`src/rtl/otp_pkg.sv`:
```
// ---------------------------------------------------------------------------
// otp_pkg
// Shared definitions for the one-time-pad arbiter:
//   - default slot count and data width
//   - arbiter FSM state encoding
//   - grant identifier (which requester owns the current transaction)
//   - index-width helper, so a one-slot build still gets a 1-bit index
// ---------------------------------------------------------------------------
package otp_pkg;

    localparam int OTP_SLOTS  = 8;
    localparam int OTP_DATA_W = 8;

    typedef enum logic [1:0] {
        ST_IDLE = 2'd0,
        ST_EXEC = 2'd1,
        ST_RESP = 2'd2
    } otp_state_t;

    typedef enum logic {
        GRANT_ENC = 1'b0,
        GRANT_DEC = 1'b1
    } grant_t;

    function automatic int idx_width(input int n);
        return (n > 1) ? $clog2(n) : 1;
    endfunction

endpackage

```
`src/rtl/otp_free_slot_enc.sv`:
```
// ---------------------------------------------------------------------------
// otp_free_slot_enc
// Priority encoder over the pad-slot occupancy bitmap.
// Ports:
//   slot_valid  in  SLOTS   occupancy bitmap, bit i set = slot i holds a pad
//   free_idx    out IDX_W   lowest index whose occupancy bit is clear
//                           (0 when no slot is free; qualify with all_full)
//   all_full    out 1       every slot is occupied
// ---------------------------------------------------------------------------
module otp_free_slot_enc
    import otp_pkg::*;
#(
    parameter  int SLOTS = OTP_SLOTS,
    localparam int IDX_W = idx_width(SLOTS)
) (
    input  logic [SLOTS-1:0] slot_valid,
    output logic [IDX_W-1:0] free_idx,
    output logic             all_full
);

    logic found;

    // Scan upward; the first clear bit wins and later ones are ignored.
    always_comb begin
        free_idx = '0;
        found    = 1'b0;
        for (int i = 0; i < SLOTS; i++) begin
            if (!found && !slot_valid[i]) begin
                free_idx = IDX_W'(i);
                found    = 1'b1;
            end
        end
    end

    assign all_full = &slot_valid;

endmodule

```
`src/rtl/otp_pad_arbiter.sv`:
```
// ---------------------------------------------------------------------------
// otp_pad_arbiter
// Arbitrates an encrypt and a decrypt requester over a small store of
// one-time pads drawn from an external LFSR. Encrypt takes the current LFSR
// value, parks it in the lowest free slot and returns data^pad. Decrypt
// consumes a stored pad exactly once and returns data^pad, or flags an error
// if the slot is empty.
// Ports:
//   clk, reset            clock (rising edge), async active-high reset
//   ena                   admits new requests (in-flight work always finishes)
//   clear                 invalidates every slot; honoured only while idle
//   enc_req/enc_data      encrypt request and plaintext
//   enc_ack               one-cycle acknowledge to the encrypt requester
//   dec_req/dec_data      decrypt request and ciphertext
//   dec_slot              slot holding the pad to decrypt with
//   dec_ack               one-cycle acknowledge to the decrypt requester
//   pad_in                current LFSR value
//   pad_advance           steps the LFSR (only while an encrypt executes)
//   res_valid/res_ready   result handshake
//   res_data/res_slot     result data and the slot involved
//   res_err               decrypt targeted an empty slot
//   slot_valid            slot occupancy bitmap
//   full                  every slot occupied; encrypt is held off
//   busy                  a transaction is in flight
// ---------------------------------------------------------------------------
module otp_pad_arbiter
    import otp_pkg::*;
#(
    parameter  int SLOTS  = OTP_SLOTS,
    parameter  int DATA_W = OTP_DATA_W,
    localparam int IDX_W  = idx_width(SLOTS)
) (
    input  logic              clk,
    input  logic              reset,
    input  logic              ena,
    input  logic              clear,
    input  logic              enc_req,
    input  logic [DATA_W-1:0] enc_data,
    output logic              enc_ack,
    input  logic              dec_req,
    input  logic [DATA_W-1:0] dec_data,
    input  logic [IDX_W-1:0]  dec_slot,
    output logic              dec_ack,
    input  logic [DATA_W-1:0] pad_in,
    output logic              pad_advance,
    output logic              res_valid,
    input  logic              res_ready,
    output logic [DATA_W-1:0] res_data,
    output logic [IDX_W-1:0]  res_slot,
    output logic              res_err,
    output logic [SLOTS-1:0]  slot_valid,
    output logic              full,
    output logic              busy
);

    otp_state_t state;
    otp_state_t state_next;

    grant_t winner;
    grant_t last_grant;
    grant_t grant_pick;

    logic [DATA_W-1:0] op_data;
    logic [IDX_W-1:0]  op_slot;
    logic [DATA_W-1:0] mem [SLOTS];

    logic [IDX_W-1:0]  free_idx;
    logic              enc_eligible;
    logic              dec_eligible;
    logic              grant_any;

    otp_free_slot_enc #(
        .SLOTS (SLOTS)
    ) u_free_slot_enc (
        .slot_valid (slot_valid),
        .free_idx   (free_idx),
        .all_full   (full)
    );

    // Eligibility is only meaningful while idle; clear wins over any grant.
    assign enc_eligible = (state == ST_IDLE) && ena && enc_req && !full;
    assign dec_eligible = (state == ST_IDLE) && ena && dec_req;
    assign grant_any    = (enc_eligible || dec_eligible) && !clear;

    // Round-robin on contention: whoever was not granted last goes next.
    always_comb begin
        if (enc_eligible && dec_eligible) begin
            grant_pick = (last_grant == GRANT_DEC) ? GRANT_ENC : GRANT_DEC;
        end else if (enc_eligible) begin
            grant_pick = GRANT_ENC;
        end else begin
            grant_pick = GRANT_DEC;
        end
    end

    // FSM state register
    always_ff @(posedge clk or posedge reset) begin
        if (reset) begin
            state <= ST_IDLE;
        end else begin
            state <= state_next;
        end
    end

    // FSM next state and outputs
    always_comb begin
        state_next  = state;
        enc_ack     = 1'b0;
        dec_ack     = 1'b0;
        pad_advance = 1'b0;
        res_valid   = 1'b0;
        busy        = (state != ST_IDLE);
        case (state)
            ST_IDLE: begin
                if (grant_any) begin
                    state_next = ST_EXEC;
                end
            end
            ST_EXEC: begin
                if (winner == GRANT_ENC) begin
                    enc_ack     = 1'b1;
                    pad_advance = 1'b1;
                end else begin
                    dec_ack     = 1'b1;
                end
                state_next = ST_RESP;
            end
            ST_RESP: begin
                res_valid = 1'b1;
                if (res_ready) begin
                    state_next = ST_IDLE;
                end
            end
            default: begin
                state_next = ST_IDLE;
            end
        endcase
    end

    // Grant capture, pad store, occupancy bitmap and result registers.
    // Everything here is cleared by reset so an aborted transaction leaves
    // no pad behind.
    always_ff @(posedge clk or posedge reset) begin
        if (reset) begin
            winner     <= GRANT_ENC;
            last_grant <= GRANT_DEC;
            op_data    <= '0;
            op_slot    <= '0;
            slot_valid <= '0;
            res_data   <= '0;
            res_slot   <= '0;
            res_err    <= 1'b0;
            for (int i = 0; i < SLOTS; i++) begin
                mem[i] <= '0;
            end
        end else begin
            case (state)
                ST_IDLE: begin
                    if (clear) begin
                        slot_valid <= '0;
                    end else if (grant_any) begin
                        winner     <= grant_pick;
                        last_grant <= grant_pick;
                        if (grant_pick == GRANT_ENC) begin
                            op_data <= enc_data;
                            op_slot <= free_idx;
                        end else begin
                            op_data <= dec_data;
                            op_slot <= dec_slot;
                        end
                    end
                end
                ST_EXEC: begin
                    res_slot <= op_slot;
                    if (winner == GRANT_ENC) begin
                        mem[op_slot]        <= pad_in;
                        slot_valid[op_slot] <= 1'b1;
                        res_data            <= pad_in ^ op_data;
                        res_err             <= 1'b0;
                    end else if (slot_valid[op_slot]) begin
                        // Pad is consumed: the slot becomes free again.
                        slot_valid[op_slot] <= 1'b0;
                        res_data            <= mem[op_slot] ^ op_data;
                        res_err             <= 1'b0;
                    end else begin
                        res_data <= '0;
                        res_err  <= 1'b1;
                    end
                end
                default: begin
                end
            endcase
        end
    end

endmodule
```
`config.mk`:
```
export PLATFORM = sky130hd
export DESIGN_NAME = otp_pad_arbiter
export DESIGN_NICKNAME = d
export VERILOG_FILES = /design/src/rtl/otp_pkg.sv /design/src/rtl/otp_free_slot_enc.sv /design/src/rtl/otp_pad_arbiter.sv
export SDC_FILE = /design/constraint.sdc
export NUM_CORES = 1
export LEC_CHECK = 0
export BUFFER_PORTS_ARGS = -buffer_cell sky130_fd_sc_hd__buf_2
export CORE_UTILIZATION = 53
export DETAILED_ROUTE_END_ITERATION = 10
export PLACE_DENSITY = 0.76
export SLEW_MARGIN = 15
export SYNTH_ARGS = -nofsm -noshare
export SYNTH_HDL_FRONTEND = slang
export SYNTH_SLANG_ARGS = --single-unit
export TNS_END_PERCENT = 1
```
`constraint.sdc`:
```
create_clock -name clk -period 2.89 [get_ports clk]
set_input_delay 0.1445 -clock clk [delete_from_list [all_inputs] [get_ports clk]]
set_output_delay 0.1445 -clock clk [all_outputs]
set_load 0.01 [all_outputs]
```
==> summary.md, run 1 <==
| Metric | Value |
|---|---|
| Slew @ Worst Pin | `826 ps` |
| WS Path Type | `reg2reg` |
| Clock buffer depth | `2` |
| Worst endpoint required time | `3150 ps` |
| Drt drc | `0` |
| DIE AREA | `0.00978 mm^2` |
| Initial antenna violation count | `0` |
| Power Dens Cells | `816 mW/mm^2` |
| Rows | `34` |
| Via count | `3679` |
| Max-cap violations | `0` |
| Layout cell share with drive strength beyond 1 | `0.381` |
| Min Tclk post-route | `2300 ps` |
| Multi-input gate area | `0.00231 mm^2` |
| Cells after Synth | `425` |
| # diodes | `0` |
| Clock transition at path regs | `100 ps` |
| Routability congestion estimate | `0.908` |
| Leak | `2.49 nW` |
| # setup viols final | `0` |
| Synth Area in Simple Gates | `0.0953` |
| Share of synthesized cell area in full adder, half adder and majority cells | `0` |
| DRT Pass-1 Iters | `5` |
| Yosys reg bits | `99` |
| Resize count post-CTS | `0` |
| Dpl hpwl | `8.22 mm` |
| CP arrival | `2560 ps` |
| CTS Sinks | `99` |
| CTS tree | `done` |
| Vias in the first global route | `3732` |
| Netlist Area Pre-Place | `0.00498 mm^2` |
| First-pass GRT wire length | `19.5 mm` |
| Core box area | `0.00889 mm^2` |
| CP Max Fanout | `35` |
| Final hold violation count | `0` |
| IO Count | `60` |
| Largest family of logic cells by synthesized area | `multiplexers` |
| Layout area overhead | `12.9%` |
| Clock root buffer | `clkbuf_8` |
| Share of flip-flops with an asynchronous set or reset | `1.00` |
| WL/cell | `20.5 um` |
| Setup Total Neg Slack | `0 ps` |
| Die Ht | `98.9 um` |
| Relative slew slack | `0.450` |
| CP Launch Type | `flop` |
| Synth Area in Compound Gates | `0.129` |
| Design Area, Final | `0.00562 mm^2` |
| Seq/Total Area, Yosys | `0.498` |
| CP Capture Type | `flop` |
| Final core occ | `0.632` |
| Dpl cell area | `0.00533 mm^2` |
| H-tree levels | `3` |
| Grt ovf | `0` |
| Routed wire length | `12.1 mm` |
| Mux contribution to synthesized area | `0.212` |
| Largest net degree at the start of global routing | `62` |
| Max Freq | `435 MHz` |
| Global-route usage over all layers | `0.261` |
| HP Class | `in2reg` |
| RSZ-0062 raised after global routing | `false` |
| Detailed Route Iter0 Violations | `201` |
| Reg area | `0.00248 mm^2` |
| Crit share post-route | `0.796` |
| Buffers added on ports | `59` |
| Hold_ws | `9.99 ps` |
| Total Nets Final | `509` |
| Number of synthesized flops with an enable pin | `0` |
| Fin. max-slew vios | `0` |
| Clock latency at the later pin of the worst-skew pair | `380 ps` |
| Die Span X | `98.9 um` |
| Post-Syn Nets | `459` |
| Fillers | `707` |
| Avg Cell Area, Syn | `11.7 um^2` |
| Clock skew | `8.93 ps` |
| Flop2flop setup slack | `590 ps` |
| Post-DRT Antenna Nets | `0` |
| Peak supply drop | `0.000374 V` |
| Ys flop type | `dfrtp_1` |
| Yosys warning count | `0` |
| Starting Density | `0.560` |
| Mean number of vias per cell | `6.26` |
| Num CTS Buffers | `9` |
| Yosys cell types | `58` |
| Synth Area in XOR/XNOR | `0.0282` |
| Run status | `finished clean` |
-- final timing paths --
path	from	endpoint	depth (start not counted)
worst min register to register	res_slot[0]	res_slot[0]	2
max in group asynchronous	reset	op_slot[1]	4
worst max-delay path	op_slot[2]	res_data[5]	6
worst min-delay path	enc_data[5]	op_data[5]	3
min in group asynchronous	reset	mem[31]	3
worst max register to register	op_slot[2]	res_data[5]	6
-- critical path, stage by stage, from the launching register on --
cell	delay, ps
dfrtp_2	920
buf_4	340
mux2_2	350
a22oi_1	160
o211ai_1	140
xnor2_1	180
o21ai_1	70
-- per-layer routing --
layer | wire (um) | global-route usage | vias to the layer above
met5 | 0 | 0 | -
met4 | 344 | 0.110 | 0
met3 | 698 | 0.0525 | 30
met2 | 5970 | 0.430 | 140
met1 | 5060 | 0.338 | 1880
li1 | - | - | 1629
-- cells in the final DEF, fill, tap and decap left out, types with 2 or more instances in the layout --
| cell | count |
|---|---|
| o21ai_1 | 7 |
| a221oi_1 | 4 |
| nand2b_1 | 8 |
| a211oi_1 | 2 |
| dlygate4sd3_1 | 2 |
| a22oi_1 | 13 |
| a31oi_1 | 16 |
| o21ai_0 | 12 |
| nand4_1 | 2 |
| mux4_2 | 4 |
| buf_2 | 59 |
| a311oi_1 | 2 |
| mux2_2 | 71 |
| nor3b_1 | 2 |
| dfrtp_1 | 97 |
| o32a_1 | 3 |
| nand3_1 | 4 |
| nand2_2 | 4 |
| o22ai_1 | 4 |
| xor2_1 | 11 |
| and2b_1 | 2 |
| inv_1 | 8 |
| xnor2_1 | 5 |
| a31oi_2 | 4 |
| buf_4 | 6 |
| nand3_2 | 4 |
| nand2_1 | 31 |
| mux2i_1 | 14 |
| nor2_1 | 23 |
| clkbuf_8 | 10 |
| nor2b_1 | 4 |
| a21oi_1 | 8 |
| bufinv_16 | 4 |
-- cells in the mapped netlist (all sizes together), types with 2 or more instances --
master,count,area (um^2)
a31oi,20,150
nor2b,4,25.0
clkbuf,4,15.0
inv,10,37.5
a221oi,5,50.0
dfrtp,98,2450
nor2,25,104
o21ai,20,104
nand3,8,60.1
nor3b,2,15.0
and2b,2,15.0
mux4,4,90.1
a22oi,13,97.6
nand2,35,141
buf,25,134
o22ai,4,25.0
a311oi,2,17.5
a21oi,8,40.0
o32a,3,30.0
xor2,11,96.3
or2,2,15.0
mux2,73,826
xnor2,5,43.8
nand2b,8,50.1
a211oi,3,35.0
mux2i,14,140
nand4,2,12.5
-- power by group --
| part | internal [mW] | switching [mW] |
|---|---|---|
| Sequential | 1.75 | 0.328 |
| Combinational | 0.682 | 0.646 |
| Clock | 0.687 | 0.487 |
-- sequential cells by signal, indices dropped and copies added (netlist names) --
signal,cells
op_slot,3
mem,64
res_err,1
last_grant,1
res_slot,3
state,2
op_data,8
res_data,8
slot_valid,8
winner,1
-- cell type report --
| type | count | area share |
|---|---|---|
| repair buffers | 68 | 0.0677 |
| flip-flops and latches | 99 | 0.441 |
| clock buffers | 10 | 0.0245 |
| multi-input cells | 287 | 0.411 |
| inverters | 10 | 0.00713 |
| well taps | 108 | 0.0241 |
| clock inverters | 6 | 0.0238 |
-- timing repair --
item	CTS	global route
hold endpoints to repair	38	0
setup buffers	0	0
hold buffers	2	0
-- stage by stage --
stage                     setup WS (ps)  power (mW)  std cells
final                               589        4.58        588
after global placement              708        3.36        570
after global routing                417        4.80        588
after detailed placement            684        3.42        570
after floorplan                     157        3.03        425
after CTS                           638        4.58        588
-- logic make-up after synthesis --
logic type / count (synthesis)
AND/OR/NAND/NOR: 92
buffers and inverters: 39
XOR/XNOR: 16
flip-flops: 99
multiplexers: 91
AO/OA/AOI/OAI: 88
Note: power is estimated with default switching activity, not from simulation.
==> run 2, diff against run 1 <==
Clock period 2.89 ns to 2 ns, I/O delays scaled along.
==> run 2 against run 1 <==
Net effect:
- design area rose by 4.2%
- largest cell class unchanged
- routed wire length rose by 2.9%
- via count rose by 0.87%
- highest routed layer unchanged
- first-iteration DRC count rose by 4.5%
==> summary.md, run 2 (synthesis results as in run 1) <==
| Metric | Value |
|---|---|
| Run status | `finished clean` |
| Max-cap violations | `0` |
| Slew @ Worst Pin | `522 ps` |
| Largest net degree at the start of global routing | `100` |
| Clock latency at the later pin of the worst-skew pair | `360 ps` |
| Leak | `2.60 nW` |
| Starting Density | `0.560` |
| Biggest register | `mem` |
| Crit share post-route | `0.946` |
| Min Tclk post-route | `1890 ps` |
| Global-route usage over all layers | `0.271` |
| Hold_ws | `16.6 ps` |
| Vias in the first global route | `3750` |
| CP Capture Type | `flop` |
| Critical path's slowest cell | `dfrtp_2` |
| Clock transition at path regs | `90 ps` |
| Max reg flops | `64` |
| Buffers added on ports | `59` |
| Fillers | `675` |
| CP Max Fanout | `38` |
| # diodes | `0` |
| Crit path buffers/inverters | `1` |
| Die Span X | `98.9 um` |
| H-tree levels | `3` |
| Fin. max-slew vios | `0` |
| Num CTS Buffers | `9` |
| Clock skew | `8.32 ps` |
| IO Count | `60` |
| DRT Pass-1 Iters | `5` |
| Layout cell share with drive strength beyond 1 | `0.391` |
| Crit path largest cell delay | `540 ps` |
| Post-DRT Antenna Nets | `0` |
| Clock buffer depth | `2` |
| Grt ovf | `0` |
| Die Ht | `98.9 um` |
| Most frequent cells in the layout | `dfrtp_1, mux2_2, buf_2` |
| WL/cell | `20.2 um` |
| Rows | `34` |
| Peak supply drop | `0.000627 V` |
| Number of setup buffers added after CTS | `0` |
| Mean number of vias per cell | `6.03` |
| CP Launch Type | `flop` |
| First-pass GRT wire length | `20.0 mm` |
| CP arrival | `2130 ps` |
| Clock root buffer | `clkbuf_8` |
| Max Freq | `529 MHz` |
| CTS Sinks | `99` |
| Worst path top cell family by delay | `compound AO/OA/AOI/OAI gates` |
| Drt drc | `0` |
| Total Nets Final | `537` |
| Power Dens Cells | `1120 mW/mm^2` |
| Setup Total Neg Slack | `0 ps` |
| CP cell instances | `buf_12 > nand3_1 > o211a_1 > o21ai_2 > nor2_1 > o32a_1` |
| Layout area overhead | `17.6%` |
| RSZ-0062 raised after global routing | `false` |
| Routed wire length | `12.4 mm` |
| Final hold violation count | `0` |
| HP Class | `in2reg` |
| Via count | `3711` |
| Detailed Route Iter0 Violations | `210` |
| Dpl hpwl | `8.40 mm` |
| Core box area | `0.00889 mm^2` |
| Routability congestion estimate | `0.857` |
| # setup viols final | `0` |
| DIE AREA | `0.00978 mm^2` |
| Initial antenna violation count | `0` |
| CTS tree | `done` |
| Worst endpoint required time | `2240 ps` |
| Relative slew slack | `0.652` |
| WS Path Type | `reg2reg` |
| Commonest non-fill, non-tap cell in the layout | `dfrtp_1` |
==> run 2: metal layers <==
metal / GRT usage / share of wire / wire length (um)
met5: 0 / 0 / 0
met4: 0.0815 / 0.019 / 231
met2: 0.441 / 0.49 / 6050
met3: 0.0504 / 0.049 / 603
met1: 0.373 / 0.45 / 5530
==> run 2: area by class of cell <==
type / count / area, um^2 / area share
multi-input cells: 287 / 2320 / 0.396
inverters: 10 / 41.3 / 0.00706
flip-flops and latches: 99 / 2480 / 0.424
well taps: 108 / 135 / 0.0231
clock inverters: 6 / 113 / 0.0192
clock buffers: 9 / 124 / 0.0212
repair buffers: 96 / 641 / 0.109
==> run 2: worst paths after layout <==
path                              from            end  slack [ps]  cells past startpoint
hold reg to reg            res_slot[0]    res_slot[0]         500                      2
setup / recovery            op_slot[2]  slot_valid[3]         110                      6
setup reg to reg            op_slot[2]  slot_valid[3]         110                      6
max in group asynchronous        reset        mem[29]        1180                      4
min in group asynchronous        reset        mem[40]         430                      4
hold / removal             dec_data[2]     op_data[2]          20                      3
==> run 2: report_power, final <==
part | internal, mW | switching, mW | leakage [nW] | total (mW)
sequential | 2.53 | 0.420 | 1.18 | 2.95
clock | 0.829 | 0.683 | 0.120 | 1.51
combinational | 1.07 | 1.02 | 1.30 | 2.09
==> run 2: stage by stage <==
stage                     power [mW]  setup WS, ps  cells  utilization  area [um^2]
after floorplan                 4.38           367    425            -         4980
after global placement          4.94           157    583        0.612         5440
after detailed placement        5.02           143    583        0.612         5440
after CTS                       6.56           109    615        0.657         5840
after global routing            6.90         0.800    615        0.658         5850
final                           6.56           109    615        0.658         5850
==> run 2: repair_timing <==
| action | in CTS | in global routing |
|---|---|---|
| gates resized for setup | 0 | 3 |
| hold buffers | 17 | 0 |
| hold endpoints to repair | 107 | 0 |
| setup endpoints to repair | 0 | 18 |
==> run 2: worst register-to-register path: stages (launching register included) <==
cell and delay, ps:
dfrtp_2 540, buf_12 270, nand3_1 110, o211a_1 150
o21ai_2 220, nor2_1 130, o32a_1 350
==> run 3, diff against run 2 <==
Settings changed: CORE_UTILIZATION 53 to 40, PLACE_DENSITY 0.76 to 0.6.
==> run 3 against run 2 <==
Net effect:
- the flow now finishes with violations (negative hold slack)
- final cell count rose by 8.8%
- die area is 32% higher
- clock skew decreased by 1.6 ps
- routed wire length barely moved
- power rose by 5.3%
- via count fell by 1.5%
- count of clock-buffer cells in the layout grew 2
- flip-flop and latch count is the same
- first-iteration DRC count decreased by 38%
- critical path type unchanged
==> summary.md, run 3 (synthesis results as in run 1) <==
| Metric | Value |
|---|---|
| Run status | `finished, violations left` |
| Failing checks | `negative hold slack` |
| CP Launch Type | `flop` |
| Layout cell share with drive strength beyond 1 | `0.407` |
| Clock power share | `0.270` |
| Multi-input gate area | `0.00233 mm^2` |
| # diodes | `0` |
| Tot Pwr | `6.90 mW` |
| Final hold violation count | `1` |
| Mean number of vias per cell | `5.46` |
| Clock root buffer | `clkbuf_16` |
| CP arrival | `2140 ps` |
| CP Capture Type | `flop` |
| Die Span X | `114 um` |
| Starting Density | `0.413` |
| Max-cap violations | `0` |
| Reg-to-reg critical path endpoint | `mem[12]` |
| CP Launch Point | `op_slot[2]` |
| Vias in the first global route | `3575` |
| Net load switching power | `2.18 mW` |
| Hold_ws | `-0.688 ps` |
| Clock transition at path regs | `70 ps` |
| Clock latency at the later pin of the worst-skew pair | `350 ps` |
| CTS Sinks | `99` |
| Peak supply drop | `0.000607 V` |
| Critical path's slowest cell | `dfrtp_2` |
| IO Count | `60` |
| Die Ht | `114 um` |
| CP cell instances | `buf_4 > buf_4 > nand3_2 > mux2_2` |
| Biggest register | `mem` |
| Detailed Route Iter0 Violations | `131` |
| Crit-path most repeated cell | `buf_4` |
| Crit share post-route | `0.953` |
| HP Class | `in2reg` |
| GR Util met3 | `0.0372` |
| Fin. max-slew vios | `0` |
| Routed wire length | `12.4 mm` |
| Grt ovf | `0` |
| Rows | `40` |
| Slew @ Worst Pin | `540 ps` |
| Total Nets Final | `530` |
| Comb power frac | `0.305` |
| Dpl hpwl | `8.98 mm` |
| Met1 Resource Use GR | `0.287` |
| Routability congestion estimate | `0.915` |
| Fillers | `1110` |
| CTS tree | `done` |
| CP Max Fanout | `11` |
| Sw frac | `0.316` |
| Layout area overhead | `19.0%` |
| Clock buffer depth | `2` |
| Num CTS Buffers | `9` |
| Clock skew | `6.68 ps` |
| Worst endpoint required time | `2230 ps` |
| Worst R2R Start | `op_slot[2]` |
| Global-route usage over all layers | `0.206` |
| H-tree levels | `3` |
| WL/cell | `18.6 um` |
| Leak | `2.61 nW` |
| Relative slew slack | `0.639` |
| R2R depth | `4` |
| Number of setup buffers added after CTS | `0` |
| DRT Pass-1 Iters | `4` |
| Post-DRT Antenna Nets | `0` |
| Flop2flop setup slack | `90 ps` |
| Drt drc | `0` |
| Power Dens Cells | `1170 mW/mm^2` |
| Met2 usage | `0.323` |
| Max reg flops | `64` |
| Most frequent cells in the layout | `dfrtp_1, mux2_2, buf_2` |
| Pint | `4.72 mW` |
| Setup Total Neg Slack | `0 ps` |
| Min Tclk post-route | `1910 ps` |
| Crit path to | `mem[12]` |
| Via count | `3654` |
| Commonest non-fill, non-tap cell in the layout | `dfrtp_1` |
| DIE AREA | `0.0129 mm^2` |
| WS Path Type | `reg2reg` |
| Core box area | `0.0121 mm^2` |
| Reg area | `0.00248 mm^2` |
| Largest net degree at the start of global routing | `54` |
| First-pass GRT wire length | `20.0 mm` |
| # setup viols final | `0` |
| Worst Hold Launch | `enc_data[7]` |
| Crit path largest cell delay | `540 ps` |
| Register share of total power | `0.426` |
| Gr busiest metal | `met2` |
| Max Freq | `525 MHz` |
| Buffers added on ports | `59` |
| RSZ-0062 raised after global routing | `false` |
| Initial antenna violation count | `0` |
-- run 3: layout make-up --
type                            count  share of cell area
Sequential cell                    99               0.419
Multi-Input combinational cell    287               0.393
Timing Repair Buffer               89              0.0917
Clock buffer                       11              0.0393
Tap cell                          168              0.0355
Clock inverter                      5              0.0144
Inverter                           10             0.00697
-- run 3: power by group through the flow --
| stage | clock network [mW] | registers (mW) | logic, mW |
|---|---|---|---|
| global placement | 0 | 2.95 | 2.05 |
| finish | 1.86 | 2.94 | 2.10 |
| detailed placement | 0 | 2.97 | 2.08 |
| floorplan | 0 | 2.86 | 1.52 |
| global route | 1.97 | 3.00 | 2.31 |
| CTS | 1.89 | 2.93 | 2.09 |
-- run 3: worst min-delay path by stage --
stage,to,slack (ps),cells past startpoint
6_report,op_data[7],-0.7,3
5_1_grt,op_data[7],3,3
4_1_cts,op_data[4],0.7,3
3_5_place_dp,slot_valid[5],180,2
3_3_place_gp,slot_valid[5],180,2
2_1_floorplan,state[1],210,1
-- run 3: per-layer routing --
layer	vias to the layer above	share of wire
met3	19	0.043
li1	1687	-
met1	1856	0.46
met5	-	0
met4	0	0.023
met2	92	0.47
-- run 3: critical path, delay by kind of cell (launching register included) --
kind / cells / cell delay, ps
multiplexers: 1 / 410
AND/OR/NAND/NOR: 1 / 340
buffers and inverters: 2 / 490
flip-flops: 1 / 540
-- run 3: timing repair --
item	4_1_cts	5_1_grt
endpoints found under the hold margin	23	0
endpoints found under the setup margin	0	4
resized for setup	0	4
hold buffers	4	0
-- run 3: metrics by stage --
step	worst slack, ps	area [um^2]	util	std cells
global route	11.2	5920	0.491	669
detailed placement	71.8	5550	0.460	649
CTS	36.0	5900	0.489	669
global placement	91.7	5550	0.460	649
floorplan	367	4980	-	425
finish	93.5	5920	0.491	669
